**src/rtl/dual_port_ram_clr.sv**
```systemverilog
// Simple-dual-port RAM with per-lane write enables, a post-reset clear sequencer,
// selectable read latency (1/2) and selectable read-during-write behaviour.
module dual_port_ram_clr #(
  parameter int unsigned DATA_WIDTH = 8,
  parameter int unsigned ADD_WIDTH  = 4,
  parameter int unsigned BYTE_WIDTH = 8,
  parameter int unsigned RD_LATENCY = 1,
  parameter int unsigned RDW_MODE   = 0,
  parameter logic [DATA_WIDTH-1:0] CLEAR_VALUE = '0,
  localparam int unsigned LANES = DATA_WIDTH / BYTE_WIDTH
) (
  input  logic                  clk,
  input  logic                  reset,
  output logic                  busy,
  input  logic                  wr_en,
  input  logic [LANES-1:0]      wr_be,
  input  logic [ADD_WIDTH-1:0]  wr_addr,
  input  logic [DATA_WIDTH-1:0] wr_data,
  input  logic                  rd_en,
  input  logic [ADD_WIDTH-1:0]  rd_addr,
  output logic [DATA_WIDTH-1:0] rd_data,
  output logic                  rd_valid
);

  localparam int unsigned DEPTH = 2 ** ADD_WIDTH;

  if ((DATA_WIDTH % BYTE_WIDTH) != 0) begin : g_bad_width
    $error("DATA_WIDTH must be a multiple of BYTE_WIDTH");
  end
  if ((RD_LATENCY != 1) && (RD_LATENCY != 2)) begin : g_bad_latency
    $error("RD_LATENCY must be 1 or 2");
  end

  typedef enum logic [0:0] {StClear, StReady} state_e;

  state_e                 state_q, state_d;
  logic [ADD_WIDTH-1:0]   clr_cnt_q, clr_cnt_d;
  logic                   clr_we;
  logic [DATA_WIDTH-1:0]  mem [DEPTH];

  logic                   wr_fire, rd_fire;
  logic [DATA_WIDTH-1:0]  wr_merged, rd_word;
  logic                   s1_valid_q;
  logic [DATA_WIDTH-1:0]  s1_data_q;

  always_ff @(posedge clk) begin
    if (reset) begin
      state_q   <= StClear;
      clr_cnt_q <= '0;
    end else begin
      state_q   <= state_d;
      clr_cnt_q <= clr_cnt_d;
    end
  end

  always_comb begin
    state_d   = state_q;
    clr_cnt_d = clr_cnt_q;
    clr_we    = 1'b0;
    unique case (state_q)
      StClear: begin
        clr_we    = 1'b1;
        clr_cnt_d = clr_cnt_q + ADD_WIDTH'(1);
        if (&clr_cnt_q) state_d = StReady;
      end
      StReady: ;
      default: state_d = StClear;
    endcase
  end

  assign busy    = (state_q == StClear);
  assign wr_fire = wr_en && !busy && !reset;
  assign rd_fire = rd_en && !busy;

  // Memory contents are never reset; only the sequencer or the write port touch them.
  always_ff @(posedge clk) begin
    if (clr_we && !reset) begin
      mem[clr_cnt_q] <= CLEAR_VALUE;
    end else if (wr_fire) begin
      for (int unsigned i = 0; i < LANES; i++) begin
        if (wr_be[i]) begin
          mem[wr_addr][i*BYTE_WIDTH +: BYTE_WIDTH] <= wr_data[i*BYTE_WIDTH +: BYTE_WIDTH];
        end
      end
    end
  end

  // Word as it will look after this cycle's write; used for write-through reads.
  always_comb begin
    wr_merged = mem[wr_addr];
    for (int unsigned i = 0; i < LANES; i++) begin
      if (wr_be[i]) wr_merged[i*BYTE_WIDTH +: BYTE_WIDTH] = wr_data[i*BYTE_WIDTH +: BYTE_WIDTH];
    end
  end

  always_comb begin
    rd_word = mem[rd_addr];
    if ((RDW_MODE == 1) && wr_fire && (wr_addr == rd_addr)) rd_word = wr_merged;
  end

  always_ff @(posedge clk) begin
    if (reset) begin
      s1_valid_q <= 1'b0;
      s1_data_q  <= '0;
    end else begin
      s1_valid_q <= rd_fire;
      if (rd_fire) s1_data_q <= rd_word;
    end
  end

  if (RD_LATENCY == 2) begin : g_lat2
    logic                  s2_valid_q;
    logic [DATA_WIDTH-1:0] s2_data_q;

    always_ff @(posedge clk) begin
      if (reset) begin
        s2_valid_q <= 1'b0;
        s2_data_q  <= '0;
      end else begin
        s2_valid_q <= s1_valid_q;
        if (s1_valid_q) s2_data_q <= s1_data_q;
      end
    end

    assign rd_valid = s2_valid_q;
    assign rd_data  = s2_data_q;
  end else begin : g_lat1
    assign rd_valid = s1_valid_q;
    assign rd_data  = s1_data_q;
  end

endmodule

```
**config.mk**
```make
export PLATFORM = sky130hd
export DESIGN_NAME = dual_port_ram_clr
export DESIGN_NICKNAME = d
export VERILOG_FILES = /design/src/rtl/dual_port_ram_clr.sv
export SDC_FILE = /design/constraint.sdc
export NUM_CORES = 1
export LEC_CHECK = 0
export CAP_MARGIN = 5
export CORE_ASPECT_RATIO = 1.75
export CORE_MARGIN = 4
export CORE_UTILIZATION = 28
export DETAILED_ROUTE_END_ITERATION = 10
export HOLD_SLACK_MARGIN = 0.06
export PLACE_DENSITY = 0.48
export SYNTH_ARGS = -nofsm -noshare
export SYNTH_HDL_FRONTEND = slang
export SYNTH_SLANG_ARGS = --single-unit
```
**constraint.sdc**
```tcl
create_clock -name clk -period 2.46 [get_ports clk]
set_input_delay 0.246 -clock clk [delete_from_list [all_inputs] [get_ports clk]]
set_output_delay 0.246 -clock clk [all_outputs]
set_load 0.03 [all_outputs]
```
==> results.cfg, run 1 <==
[run_status]
status = finished, final reports clean

[drt]
drt_iter0_markers = 167
wl_per_cell_um = 20.40
drt_pass1_iterations = 4
drt_wl_total_um = 12450
vias = 2854
vias_per_cell = 4.679
drc_errors = 0
ant_nets = 0

[final_layout]
syn_to_final_growth_pct = 22.69
layout-drive-gt1-share = 0.2247
diodes = 0
nFillCells = 1880
nets = 377

[floorplan]
dieArea_um2 = 22570
core_area_um2 = 19740
initial_core_util = 0.2858
die_y_um = 195.8
die_w_um = 115.3
placementRows = 68
ios = 31

[worst_setup_path]
crit_chain = buf_4 -> or2_2 -> a21oi_1 -> nand2_1 -> nor2_1
reg2reg_to = mem[5][5]$_DFFE_PP_
reg2reg_depth = 5
r2r_start = state_q$_SDFF_PP0_
cp_slowest_stage_delay_ns = 0.63
critical_path_required_ns = 2.50
endpoint_kind = flip-flop
critPathSlowestCell = nor2_1
critPathLaunchType = flip-flop
regToRegSetupSlack_ns = 0.39
critPathMaxFanout = 11
cp.arrival_ns = 2.11
critPathKind = flip-flop to flip-flop

[timing]
period_minus_slack_ns = 2.073
clock_skew_ns = 0.005870
setup_viol = 0
max_freq_ghz = 0.4823
finalWorstSetupSlack_ns = 0.3868
worstMarginPinSlew_ns = 0.8295
post-route-period-util = 0.8428
rsz0062_at_grt = false
hold_violations = 0
relSlewSlack = 0.4450
drv_slew = 0

[logic_synthesis]
synth_seq_area_share = 0.7311
netlist_area_um2 = 5640
yosys.area.top_type = edfxtp_1
syn_inst = 295
ys_seq_elements = 142
yosysWarnings = 0
syn_avg_cell_area_um2 = 19.12
synth_fp_nets = 317
synth_top_area_frac = 0.6815
ys_top_cells_by_area = edfxtp_1 68%, mux4_2 8.8%, dfxtp_1 5.0%
synth_cell_types = 38

[worst_hold_path]
whs_endpoint = rd_data[5]$_SDFFE_PP0P_
hold_depth = 2
min_path_type = flip-flop to flip-flop
min_from = rd_data[5]$_SDFFE_PP0P_

[placed_design]
port_buffers = 30
dp_hpwl_um = 8740
gp_congestion = 0.7204
place_ws_ns = -0.05495

[power]
power_w = 0.005310
power_density_nw_per_um2 = 767.4
leakage_nw = 2.128
peakVddDrop_mv = 0.4553

[cts]
cts_htree_levels = 4
cts_buffer_depth = 2
cts_tree = done
post_cts_resized = 0
numCtsBuffers = 17
clock_sinks = 142
insertion_delay_ns = 0.41
clock-root-buffer = clkbuf_16
clk_pin_slew_ns = 0.06
post_cts_buffers = 0
hold_buffers = 0

[global_routing]
grt_pass1_vias = 3131
antenna_found_initial = 0
grt_overflow_total = 0
grt_max_degree = 35
grt_pass1_wl_um = 19090
track_usage = 0.1180

[flow_run]
drv_cap = 0
[where the power goes]
| part | switching, W | leakage (nW) | internal, W | total, W |
|---|---|---|---|---|
| clock | 0.000882 | 0.269 | 0.00155 | 0.00243 |
| sequential | 0.0000144 | 1.15 | 0.00263 | 0.00265 |
| combinational | 0.000111 | 0.712 | 0.000119 | 0.000230 |
[worst max path at each step]
| stage | startpoint | end | slack (ns) | cells past startpoint |
|---|---|---|---|---|
| after global placement | wr_en | mem[9][4]$_DFFE_PP_ | -0.03 | 5 |
| final | state_q$_SDFF_PP0_ | mem[5][5]$_DFFE_PP_ | 0.39 | 5 |
| after CTS | state_q$_SDFF_PP0_ | mem[5][5]$_DFFE_PP_ | 0.31 | 5 |
| after global routing | state_q$_SDFF_PP0_ | mem[5][5]$_DFFE_PP_ | 0.24 | 5 |
| after detailed placement | wr_en | mem[9][4]$_DFFE_PP_ | -0.05 | 5 |
| after floorplan | state_q$_SDFF_PP0_ | mem[1][0]$_DFFE_PP_ | 0.53 | 5 |
[through the flow]
step                      area [µm²]    util  setup TNS [ns]  cells  hold slack (ns)
after floorplan                 5640       -               0    295           0.4188
after global placement          6365  0.3225         -0.3224    581           0.4443
after detailed placement        6365  0.3225         -0.7398    581           0.4526
after CTS                       6920  0.3506               0    610           0.4655
after global routing            6920  0.3506               0    610           0.5003
final                           6920  0.3506               0    610           0.4619
[worst max-delay path: cells and delay by family, from the launching register on]
family                 cells  cell delay, ns
AND/OR/NAND/NOR            3            1.04
flip-flops                 1            0.31
AO/OA/AOI/OAI              1            0.18
buffers and inverters      1            0.17
[kinds of logic after synthesis]
logic type | after synthesis | share of synthesized area
flip-flops | 142 | 0.7311
AND/OR/NAND/NOR | 55 | 0.05013
multiplexers | 52 | 0.1661
AO/OA/AOI/OAI | 24 | 0.02640
buffers and inverters | 18 | 0.01930
XOR/XNOR | 3 | 0.004659
adder cells (fa/ha/maj) | 1 | 0.002218
[cell usage after synthesis]
library cell,instances
nor2_1,22
a22oi_1,7
nand4_1,2
nor2b_1,1
o21ai_0,1
buf_12,1
o211ai_1,1
a21oi_1,4
nand2_1,8
and2_1,10
or2_2,1
and4b_1,1
nand3b_1,1
edfxtp_1,128
nand3_1,2
clkbuf_1,5
buf_1,1
and3b_1,1
nor3b_1,2
mux4_2,22
buf_2,5
nand4bb_1,1
dfxtp_1,14
inv_1,3
a31oi_1,4
xnor2_1,1
o21ai_1,6
mux2i_1,13
buf_6,2
nand2b_1,1
mux2_2,9
mux4_1,8
nand4b_1,1
xor2_1,2
buf_4,1
nor3_1,1
a221oi_1,1
ha_1,1
[cell type report]
type / count / area, µm² / area share
Clock inverter: 11 / 126.4 / 0.01826
Sequential cell: 142 / 4124 / 0.5959
Inverter: 3 / 11.26 / 0.001627
Clock buffer: 18 / 429.2 / 0.06201
Multi-Input combinational cell: 135 / 1408 / 0.2034
Tap cell: 245 / 306.5 / 0.04430
Timing Repair Buffer: 56 / 515.5 / 0.07449
[routing by layer]
metal,GRT usage,wire length (µm),share of wire
met1,0.1300,4767,0.38
met2,0.2107,6914,0.56
met4,0.05657,355,0.029
met3,0.02593,411,0.033
met5,0,0,0
[sequential cells by signal, summed over array words and instances (netlist names)]
signal     cells
state_q        1
clr_cnt_q      4
mem          128
rd_data        8
rd_valid       1
[placed cells by master, fill, tap and decap left out, types with 3 or more instances in the layout]
cell type,count
a22oi_1,7
edfxtp_1,128
a21oi_1,4
mux4_2,22
mux2_2,9
mux4_1,8
clkbuf_16,17
mux2i_1,13
nand2_1,8
bufinv_16,3
and2_1,10
buf_4,24
clkinv_1,5
clkdlybuf4s50_1,29
inv_1,3
o21ai_1,6
dfxtp_1,14
nor2_1,22
a31oi_1,4
Power figures use the tool's default switching activity.
==> run 2, diff against run 1 <==
==> constraint.sdc (replaced) <==
create_clock -name clk -period 2 [get_ports clk]
set_input_delay 0.2 -clock clk [delete_from_list [all_inputs] [get_ports clk]]
set_output_delay 0.2 -clock clk [all_outputs]
set_load 0.03 [all_outputs]
==> run 2 against run 1 <==
  * Combinational power grew 37%
  * Clock-buffer cell count shrank 1
  * Register-to-register slack lost 0.25 ns
  * Sequential share of layout area shrank 2.0 points
  * Largest power group is now the clock network
  * Wire length grew 1.1%
  * Sequential power grew 23%
  * Via count grew 2.0%
  * Clock skew grew 0.0046 ns
  * Die area is the same
  * Critical path type is now flip-flop to primary output
  * Flip-flop and latch count is the same
==> results.cfg, run 2 (same netlist as run 1, synthesis figures left out) <==
[floorplan]
die_y_um = 195.8
initial_core_util = 0.2858
die_w_um = 115.3
dieArea_um2 = 22570
placementRows = 68
ios = 31
core_area_um2 = 19740

[cts]
cts_htree_levels = 4
hold_buffers = 0
insertion_delay_ns = 0.42
clock_sinks = 142
cts_tree = done
post_cts_buffers = 0
clk_pin_slew_ns = 0.06
clock-root-buffer = clkbuf_16
numCtsBuffers = 17
cts_buffer_depth = 2

[worst_setup_path]
critPathLaunchType = flip-flop
cp_num_cells = 3
cp_slowest_stage_delay_ns = 0.69
critPathSlowestCell = clkdlybuf4s50_1
path_delay_family = buffers and inverters
regToRegSetupSlack_ns = 0.14
reg2reg_to = mem[0][1]$_DFFE_PP_
r2r_start = state_q$_SDFF_PP0_
endpoint_kind = primary output
crit_buf_inv = 3
cp.arrival_ns = 1.71
critical_path_required_ns = 1.80
crit_chain = buf_4 -> inv_1 -> clkdlybuf4s50_1
reg2reg_depth = 7
critPathKind = flip-flop to primary output
critPathMaxFanout = 6

[run_status]
status = finished, final reports clean

[placed_design]
place_ws_ns = -0.3228
dp_hpwl_um = 8623
port_buffers = 30
gp_congestion = 0.7539
numPlacedInstances = 593

[worst_hold_path]
min_from = rd_en
min_path_type = input pin to flip-flop
hold_depth = 2
whs_endpoint = rd_valid$_SDFF_PP0_

[drt]
drt_iter0_markers = 134
drt_pass1_iterations = 4
wl_per_cell_um = 20.14
drc_errors = 0
vias = 2912
vias_per_cell = 4.659
drt_wl_total_um = 12590
ant_nets = 0

[final_layout]
largest_reg_flops = 128
utilization = 0.3629
layout_commonest_cell = edfxtp_1
final_cell_count_no_fill = 625
nFillCells = 1838
diodes = 0
nets = 389
multiInputGateArea_um2 = 1430
top_register = mem
syn_to_final_growth_pct = 27.00
layout_common_cells = 128 x edfxtp_1, 32 x buf_4, 29 x clkdlybuf4s50_1
layout-drive-gt1-share = 0.2842
seq_area_um2 = 4125

[timing]
max_freq_ghz = 0.5242
rsz0062_at_grt = false
clock_skew_ns = 0.01050
finalSetupTns_ns = 0
period_minus_slack_ns = 1.908
drv_slew = 0
relSlewSlack = 0.4570
whs_ns = 0.4588
post-route-period-util = 0.9539
worstMarginPinSlew_ns = 0.8146
finalWorstSetupSlack_ns = 0.09223
hold_violations = 0
setup_viol = 0

[power]
leakage_nw = 2.244
peakVddDrop_mv = 0.5398
power_density_nw_per_um2 = 967.0

[global_routing]
grt_pass1_wl_um = 19410
track_usage = 0.1200
grt_max_degree = 20
grt_overflow_total = 0
antenna_found_initial = 0
grt_pass1_vias = 3226

[flow_run]
drv_cap = 0
==> run 2: changes by cell type in the layout (fill, tap and decap cells not counted), moves of 3 or more <==
| cell | delta |
|---|---|
| clkinvlp_4 | +3 |
| clkinv_1 | -4 |
| inv_6 | +4 |
| buf_4 | +8 |
| buf_12 | +4 |
==> run 2: how the worst max path moves through the flow <==
stage | startpoint | endpoint
2_1_floorplan | state_q$_SDFF_PP0_ | mem[1][0]$_DFFE_PP_
3_3_place_gp | wr_en | mem[0][0]$_DFFE_PP_
3_5_place_dp | wr_en | mem[7][0]$_DFFE_PP_
4_1_cts | state_q$_SDFF_PP0_ | mem[15][6]$_DFFE_PP_
5_1_grt | state_q$_SDFF_PP0_ | busy
6_report | state_q$_SDFF_PP0_ | busy
==> run 2: what timing repair did <==
item                       in CTS  in global routing
gates resized for setup         0                  6
pin swaps                       0                  0
setup endpoints to repair      18                104
==> run 2: metrics by stage <==
step,area (µm²),total power [W]
after floorplan,5640,0.003486
after global placement,6505,0.003627
after detailed placement,6505,0.003631
after CTS,7139,0.006979
after global routing,7163,0.007156
final,7163,0.006927
==> run 2: area by class of cell <==
cell class,instances,share of cell area
flip-flops and latches,142,0.5759
multi-input cells,135,0.1997
repair buffers,68,0.09153
clock buffers,17,0.05939
well taps,245,0.04279
clock inverters,15,0.02917
inverters,3,0.001572
==> run 2: layer usage <==
metal	vias to the layer above	global-route usage	wire (µm)
met5	-	0	0
met4	0	0.04787	295
met3	21	0.02315	280
met2	49	0.2227	7223
met1	1506	0.1307	4790
li1	1336	-	-
==> run 2: power by group <==
part | internal, W | switching, W
sequential | 0.00323 | 0.0000134
combinational | 0.000167 | 0.000148
clock | 0.00211 | 0.00126
total | 0.00551 | 0.00142
